## src/rtl/pcs64b66b_pkg.sv

```systemverilog
// Shared 64b/66b PCS constants and the block-lock FSM state type.
// The optional hi-BER window constants are consumed only when BLOCK_LOCK_HIBER_EN is defined.
package pcs64b66b_pkg;

    localparam int BLOCK_W = 66;
    localparam logic [1:0] SH_DATA = 2'b01;
    localparam logic [1:0] SH_CTRL = 2'b10;

    localparam int HIBER_WINDOW = 19531;
    localparam int HIBER_LIMIT  = 16;

    typedef enum logic [1:0] {
        RESET_CNT = 2'd0,
        TEST_SH   = 2'd1,
        SLIP      = 2'd2,
        SLIP_HOLD = 2'd3
    } lock_state_t;

    // Only the two transition patterns are legal sync headers.
    function automatic logic sh_is_valid(input logic [1:0] sh);
        return (sh == SH_DATA) || (sh == SH_CTRL);
    endfunction

endpackage

```

## src/rtl/block_lock_ctrl_hi_ber_mon.sv

```systemverilog
// Hi-BER monitor: counts invalid sync headers over fixed windows of checked blocks.
// Present only when BLOCK_LOCK_HIBER_EN is defined.
`ifdef BLOCK_LOCK_HIBER_EN
module hi_ber_mon
    import pcs64b66b_pkg::*;
#(
    parameter int WINDOW = HIBER_WINDOW,
    parameter int LIMIT  = HIBER_LIMIT
) (
    input  logic clk,
    input  logic reset,
    input  logic hdr_strobe,
    input  logic hdr_invalid,
    output logic hi_ber
);

    localparam int BLK_W = $clog2(WINDOW + 1);
    localparam int INV_W = $clog2(LIMIT + 1);

    logic [BLK_W-1:0] blk_cnt_reg;
    logic [INV_W-1:0] inv_cnt_reg;
    logic [INV_W-1:0] inv_cnt_next;
    logic             hi_ber_reg;

    // Saturate at the limit; anything beyond it carries no extra information.
    assign inv_cnt_next = (hdr_invalid && (inv_cnt_reg != INV_W'(LIMIT)))
                        ? inv_cnt_reg + INV_W'(1) : inv_cnt_reg;

    always_ff @(posedge clk) begin
        if (reset) begin
            blk_cnt_reg <= '0;
            inv_cnt_reg <= '0;
            hi_ber_reg  <= 1'b0;
        end else if (hdr_strobe) begin
            if (blk_cnt_reg == BLK_W'(WINDOW - 1)) begin
                blk_cnt_reg <= '0;
                inv_cnt_reg <= '0;
                hi_ber_reg  <= (inv_cnt_next == INV_W'(LIMIT));
            end else begin
                blk_cnt_reg <= blk_cnt_reg + BLK_W'(1);
                inv_cnt_reg <= inv_cnt_next;
                if (inv_cnt_next == INV_W'(LIMIT)) begin
                    hi_ber_reg <= 1'b1;
                end
            end
        end
    end

    assign hi_ber = hi_ber_reg;

endmodule
`endif

```

## src/rtl/block_lock_ctrl.sv

```systemverilog
// 64b/66b block-lock controller: sync-header checking, slip generation and gated forwarding.
// Define BLOCK_LOCK_HIBER_EN to add the hi-BER monitor and output suppression.
module block_lock_ctrl
    import pcs64b66b_pkg::*;
#(
    parameter int LOCK_CNT    = 64,
    parameter int WINDOW_CNT  = 1024,
    parameter int INVALID_MAX = 16,
    parameter int SLIP_WAIT   = 4
) (
    input  logic               clk,
    input  logic               reset,
    input  logic [BLOCK_W-1:0] s_axis_tdata,
    input  logic               s_axis_tvalid,
    output logic               s_axis_tready,
    output logic [BLOCK_W-1:0] m_axis_tdata,
    output logic               m_axis_tvalid,
    input  logic               m_axis_tready,
    output logic               slip,
    output logic               block_lock,
    output logic               hi_ber
);

    localparam int CNT_W  = $clog2(WINDOW_CNT + 1);
    localparam int HOLD_W = $clog2(SLIP_WAIT + 1);
    localparam logic [CNT_W-1:0] CNT_MAX = '1;

    lock_state_t       state_reg, state_next;
    logic [CNT_W-1:0]  sh_cnt_reg, sh_cnt_next;
    logic [CNT_W-1:0]  inv_cnt_reg, inv_cnt_next;
    logic [HOLD_W-1:0] hold_cnt_reg, hold_cnt_next;
    logic              block_lock_reg, block_lock_next;
    logic [BLOCK_W-1:0] out_data_reg;
    logic              out_valid_reg;

    logic              accept;
    logic              checking;
    logic              sh_valid;
    logic [CNT_W-1:0]  sh_base, inv_base, sh_inc, inv_inc;

    assign s_axis_tready = (state_reg == SLIP_HOLD) ? 1'b1 : (!out_valid_reg || m_axis_tready);
    assign accept        = s_axis_tvalid && s_axis_tready;
    // A block taken in RESET_CNT is checked as the first block of the fresh count.
    assign checking      = accept && ((state_reg == RESET_CNT) || (state_reg == TEST_SH));
    assign sh_valid      = sh_is_valid(s_axis_tdata[BLOCK_W-1 -: 2]);

    assign sh_base  = (state_reg == RESET_CNT) ? '0 : sh_cnt_reg;
    assign inv_base = (state_reg == RESET_CNT) ? '0 : inv_cnt_reg;
    assign sh_inc   = (sh_base == CNT_MAX) ? sh_base : sh_base + CNT_W'(1);
    assign inv_inc  = (!sh_valid && (inv_base != CNT_MAX)) ? inv_base + CNT_W'(1) : inv_base;

    always_comb begin
        state_next      = state_reg;
        sh_cnt_next     = sh_cnt_reg;
        inv_cnt_next    = inv_cnt_reg;
        hold_cnt_next   = hold_cnt_reg;
        block_lock_next = block_lock_reg;

        case (state_reg)
            RESET_CNT: begin
                sh_cnt_next  = '0;
                inv_cnt_next = '0;
                state_next   = TEST_SH;
            end
            SLIP: begin
                hold_cnt_next = '0;
                state_next    = SLIP_HOLD;
            end
            SLIP_HOLD: begin
                if (hold_cnt_reg == HOLD_W'(SLIP_WAIT - 1)) begin
                    state_next = RESET_CNT;
                end else begin
                    hold_cnt_next = hold_cnt_reg + HOLD_W'(1);
                end
            end
            default: ;
        endcase

        if (checking) begin
            sh_cnt_next  = sh_inc;
            inv_cnt_next = inv_inc;
            state_next   = TEST_SH;
            if (!block_lock_reg) begin
                if (!sh_valid) begin
                    state_next = SLIP;
                end else if ((sh_inc == CNT_W'(LOCK_CNT)) && (inv_inc == '0)) begin
                    block_lock_next = 1'b1;
                    state_next      = RESET_CNT;
                end
            end else begin
                // Loss of lock is tested first so it wins on the last block of a window.
                if (inv_inc >= CNT_W'(INVALID_MAX)) begin
                    block_lock_next = 1'b0;
                    state_next      = SLIP;
                end else if (sh_inc == CNT_W'(WINDOW_CNT)) begin
                    state_next = RESET_CNT;
                end
            end
        end
    end

    always_ff @(posedge clk) begin
        if (reset) begin
            state_reg      <= RESET_CNT;
            sh_cnt_reg     <= '0;
            inv_cnt_reg    <= '0;
            hold_cnt_reg   <= '0;
            block_lock_reg <= 1'b0;
        end else begin
            state_reg      <= state_next;
            sh_cnt_reg     <= sh_cnt_next;
            inv_cnt_reg    <= inv_cnt_next;
            hold_cnt_reg   <= hold_cnt_next;
            block_lock_reg <= block_lock_next;
        end
    end

    // A pending output survives loss of lock and drains; only reset discards it.
    always_ff @(posedge clk) begin
        if (reset) begin
            out_valid_reg <= 1'b0;
            out_data_reg  <= '0;
        end else begin
            if (m_axis_tready) begin
                out_valid_reg <= 1'b0;
            end
            if (checking) begin
                out_data_reg  <= s_axis_tdata;
                out_valid_reg <= block_lock_reg && !hi_ber;
            end
        end
    end

`ifdef BLOCK_LOCK_HIBER_EN
    hi_ber_mon u_hi_ber_mon (
        .clk         (clk),
        .reset       (reset),
        .hdr_strobe  (checking),
        .hdr_invalid (!sh_valid),
        .hi_ber      (hi_ber)
    );
`else
    assign hi_ber = 1'b0;
`endif

    assign m_axis_tdata  = out_data_reg;
    assign m_axis_tvalid = out_valid_reg;
    assign slip          = (state_reg == SLIP);
    assign block_lock    = block_lock_reg;

endmodule
```

## config.mk

```make
export PLATFORM = sky130hd
export DESIGN_NAME = block_lock_ctrl
export DESIGN_NICKNAME = d
export VERILOG_FILES = /design/src/rtl/pcs64b66b_pkg.sv /design/src/rtl/block_lock_ctrl_hi_ber_mon.sv /design/src/rtl/block_lock_ctrl.sv
export SDC_FILE = /design/constraint.sdc
export NUM_CORES = 1
export LEC_CHECK = 0
export ABC_AREA = 1
export BUFFER_PORTS_ARGS = -buffer_cell sky130_fd_sc_hd__buf_4
export CAP_MARGIN = 30
export CORE_ASPECT_RATIO = 1.5
export CORE_UTILIZATION = 23
export CTS_CLUSTER_SIZE = 20
export DETAILED_ROUTE_END_ITERATION = 8
export GPL_TIMING_DRIVEN = 1
export PLACE_DENSITY = 0.45
export SLEW_MARGIN = 25
export SYNTH_ARGS = -nofsm -noshare
export SYNTH_HDL_FRONTEND = slang
export SYNTH_HIERARCHICAL = 1
export SYNTH_SLANG_ARGS = --single-unit
```

## constraint.sdc

```tcl
create_clock -name clk -period 3.4 [get_ports clk]
set_input_delay 0.34 -clock clk [delete_from_list [all_inputs] [get_ports clk]]
set_output_delay 0.34 -clock clk [all_outputs]
set_load 0.01 [all_outputs]
```

# == Word level (Yosys, flattened, before mapping) ==
# Cells that the tools add are included.
# word_totals
ff_bits,95
input_bits,70
wordCells,62
output_inout_bits,71
# classes
n_eq_ne,12
n_reduce_logical,16
n_mux,23
n_lt_le_gt_ge,1
n_addsub,3
# ops
cell,count
$mux W11,6
$add A11 B1 Y11 const B,2
$eq A11 B11 Y1 const B,2
$eq A11 B7 Y1 const B,1
$ge A11 B5 Y1 const B,1
$logic_not A11 Y1,1
$ne A11 B11 Y1 const B,1
$mux W2,5
$mux W1,9
$eq A2 B2 Y1 const B,3
$pmux W2 S3,1
$pmux W3 S2,1
$eq A2 B1 Y1 const B,2
$logic_and A1 B1 Y1,4
$reduce_and A2 Y1,2
$reduce_bool A2 Y1,2
$reduce_bool A4 Y1,1
$add A3 B1 Y3 const B,1
$eq A3 B2 Y1 const B,1
$logic_or A1 B1 Y1,3
$mux W3,1
$ne A3 B2 Y1 const B,1
$logic_not A1 Y1,2
$logic_not A2 Y1,1
$ne A2 B2 Y1 const B,1

# == Logic depth before layout (Yosys ltp) ==
# depth
word_depth,11
mapped_depth,22
mapped_depth_nobuf,21

# == Worst setup path after synthesis ==
# Ideal clock, no wire load.
# synth_path
kind,register -> register
from,register state_reg[0]
to,register state_reg[0]
required_ns,3.269
setup_slack_ns,0.779
path_stages_with_launch,22
setup_ns,0.131
path_buffers,2
synth_period_minus_slack_ns,2.621
arrival_time_ns,2.490
path_cell_list,dfxtp_1 > inv_1 > ha_1 > inv_4 > buf_12 > nand2_1 > inv_1 > ha_1 > nand2_1 > nor2_4 > nand3_2 > buf_6 > nand2_2 > o21ai_2 > nor2_1 > nand2_1 > nor2_2 > nand3_1 > nand2_1 > nand2_1 > nand2_1 > a21oi_2
# synth_between
elab_chain_cells,11
elab_cells_between_ends,32
cone_classes,add/sub (2); order compare (1); eq/ne (8); mux (12); reduce/logical (9)
# synth_rtl
item,line_no,rtl
from (decl),block_lock_ctrl.sv:28,"lock_state_t state_reg, state_next;"
from (signal assigned),block_lock_ctrl.sv:110,state_reg <= state_next;
branches (longest 11 deep; another with $add A11 B1 Y11),--,
# Several ways; the timed one is not identified.
# A chain may end at the register's enable or synchronous reset.

# == Worst setup path after layout ==
# Same ends and word-level chain as after synthesis.

==> results.md <==
- Status: complete, no violations
- Worst R2R End: state_reg[0]$_SDFFE_PP0P_
- Leak: 3.06 nW
- Commonest non-fill, non-tap cell in the layout: nor2_1
- Yosys top cell area share: 41.6%
- Die width: 117 µm
- Post-Place Cells: 1025
- Type of origin of the critical path: register
- Xor and xnor area share after synthesis: 1.12%
- Layout Cells excl Fill: 1040
- Dpl ws: 0.316 ns
- Critical path endpoint: state_reg[0]$_SDFFE_PP0P_
- Max-Cap Viols: 0
- Mux cell area share after synthesis: 0%
- CTS tree: done
- Gpl congestion: 0.766
- Core box area: 19300 µm²
- Min-Delay Path Class: in2reg
- Num rows: 62
- Antenna violations before repair: 0
- TritonCTS Sinks: 95
- Sequential cell area: 1900 µm²
- Synth warn: 6
- Setup crit end kind: register
- Largest family of logic cells by synthesized area: simple AND/OR/NAND/NOR gates
- Area Overhead vs Synth: 34.8%
- Die ar.: 20500 µm²
- Peak supply drop: 348 µV
- Min Tclk post-route: 3.05 ns
- Tcrit/Tclk final: 89.8%
- Synth Area in Adders: 2.46%
- Hold Slack: 0.211 ns
- Slowest stage cell on the critical path: dfxtp_1
- CTS root buf: clkbuf_16
- Detailed placement HPWL: 9.81 mm
- R2R depth: 19
- Worst Skew: 0.0114 ns
- Reg2reg setup slack: 0.35 ns
- Setup TNS: 0 ns
- Placed inst area: 5820 µm²
- DRT iter0 DRCs: 136
- Crit Path Max Fanout: 11
- Critical Path, Cell by Cell: inv_1 > ha_1 > inv_4 > nand2_4 > inv_1 > ha_1 > nand2_1 > nor2_2 > nand3_2 > nand2_1 > inv_1 > nand2_1 > nand3_1 > nor3_1 > nand3_1 > nand2_1 > nand2_1 > nand2_1 > a21oi_2
- Overall power: 4.73 mW
- N_diodes: 0
- Clock network power share: 25.1%
- Tot GR Track Use: 13.7%
- Commonest cells after routing, fill and taps aside: nor2_1, buf_4, dfxtp_1
- Worst Tran Pin Value: 0.860 ns
- Post-route cell area: 6160 µm²
- First-pass GRT wire length: 21.8 mm
- Mean Syn Cell Area: 6.97 µm²
- Setup WS post-layout: 0.346 ns
- Post-synth net total: 735
- Synthesized-area fraction occupied by and/or/nand/nor cells: 31.4%
- Power Dens Cells: 767 nW/µm²
- Worst EP arrival: 3.27 ns
- DRT antenna net count: 0
- Later-pin clock latency in the skew report: 0.34 ns
- HP Start: s_axis_tdata[45]
- Routed WL per cell: 13.1 µm
- Vias per Instance: 4.34
- Share of layout cells above drive strength 1: 25.5%
- Final core occ: 31.9%
- Asr flop ratio synth: 0%
- Synth Area in Compound Gates: 13.6%
- Kind of critical path: reg2reg
- Number of port buffers: 139
- RSZ-0062 raised after global routing: no
- Residual DRC: 0
- CTS Buf Count: 9
- FILL cells: 2154
- # IOs: 141
- Max-slew violations: 0
- Sw frac: 38.7%
- Leading area contributor after synthesis: dfxtp_1
- Multi-input logic area: 2230 µm²
- Reg clk slew, reported paths: 0.07 ns
- Most used cell, CP: nand2_1
- R2R Path Start: state_reg[0]$_SDFFE_PP0P_
- Origin of the worst setup path: state_reg[0]$_SDFFE_PP0P_
- Cells after synthesis: 656
- Sequential share of power: 34.6%
- Synth area leaders: dfxtp_1, nor2_1, o21ai_0, nand2_1, inv_1
- Post-synth EDFFs: 0
- Final hold violation count: 0
- Worst relative slew slack: 42.6%
- Post-CTS resize count: 0
- Vias in the first global route: 4366
- Slowest stage delay, CP: 0.43 ns
- Synthesized area: 4570 µm²
- Post-synthesis sequential area ratio: 41.6%
- #FFs+latches synth: 95
- Max Fclk: 327 MHz
- Internal power: 2.90 mW
- Max reg flops: 66
- Postcts setup bufs: 0
- CTS hold repair buffers: 0
- Die Y: 175 µm
- DRT Pass-1 Iters: 4
- Leading register cell type out of synthesis: dfxtp_1
- Final Setup Violations: 0
- Distinct cells, synth: 41
- Largest net degree at the start of global routing: 53
- GR Overflow Total: 0
- Initial Util: 23.7%
- Clock Tree Buf Depth: 2
- Net Switching: 1.83 mW
- H-tree levels: 3
- Comb power frac: 40.4%
- Final #Nets: 859
- DR vias: 4511
- Post-Route WL: 13.7 mm
- WP data required: 3.62 ns
## power groups by stage
stage | logic [mW] | registers, mW | clock network, mW
floorplan | 1.12 | 1.73 | 0
global placement | 1.96 | 1.65 | 0
detailed placement | 1.94 | 1.65 | 0
CTS | 1.94 | 1.64 | 1.22
global route | 2.14 | 1.68 | 1.26
finish | 1.91 | 1.64 | 1.19
## layer usage
layer,share of wire (%),vias to the layer above,track usage [%]
met5,0,-,0
met4,1.4,0,3.90
met3,4.7,10,3.33
met2,53,100,25.3
met1,41,2072,15.1
li1,-,2329,-
## cells in the mapped netlist, types with 2 or more instances
cell type  count
o21ai_0       85
dfxtp_1       95
a31oi_1        2
clkinv_1       2
ha_1           9
buf_6          3
nand3_2        9
nor2_1       171
inv_1         61
clkbuf_1      28
nor2_2         6
nand4_1        9
a21oi_1       16
buf_12         2
o21ai_2        3
nand2_2        4
xor2_1         2
or2_1          2
inv_2          2
nand3_1       36
nand2_1       82
o211ai_1       5
xnor2_1        2
nor2_4         3
## logic make-up after synthesis
logic type	Yosys count
fa+ha+maj	9
simple gates	328
xor+xnor	5
flops	95
other cells	1
compound gates	116
buf+inv	102
## worst min-delay path by stage
stage | end | slack [ns] | depth (start not counted)
after floorplan | hold_cnt_reg[0]$_SDFFE_PP0P_ | 0.43 | 1
after global placement | hold_cnt_reg[0]$_SDFFE_PP0P_ | 0.46 | 1
after detailed placement | hold_cnt_reg[0]$_SDFFE_PP0P_ | 0.46 | 1
after CTS | m_axis_tdata[48]$_SDFFE_PP0P_ | 0.20 | 3
after global routing | m_axis_tdata[10]$_SDFFE_PP0P_ | 0.20 | 3
final | m_axis_tdata[45]$_SDFFE_PP0P_ | 0.21 | 3
## final cells by class
cell class,count,area share [%]
clock buffer,9,3.65
inverter,66,4.06
tap,256,5.20
sequential,95,30.9
multi-input combinational,459,36.2
timing repair buffer,149,18.1
clock inverter,6,1.87
## critical path: cells and delay by family, from the launching register on
family                     cells  cell delay (ns)
AOI/OAI and AO/OA              1             0.05
adders and majority gates      2             0.54
buffers and inverters          4             0.39
DFF                            1             0.43
and+or+nand+nor               12             1.53
(Power assumes the default switching activity.)
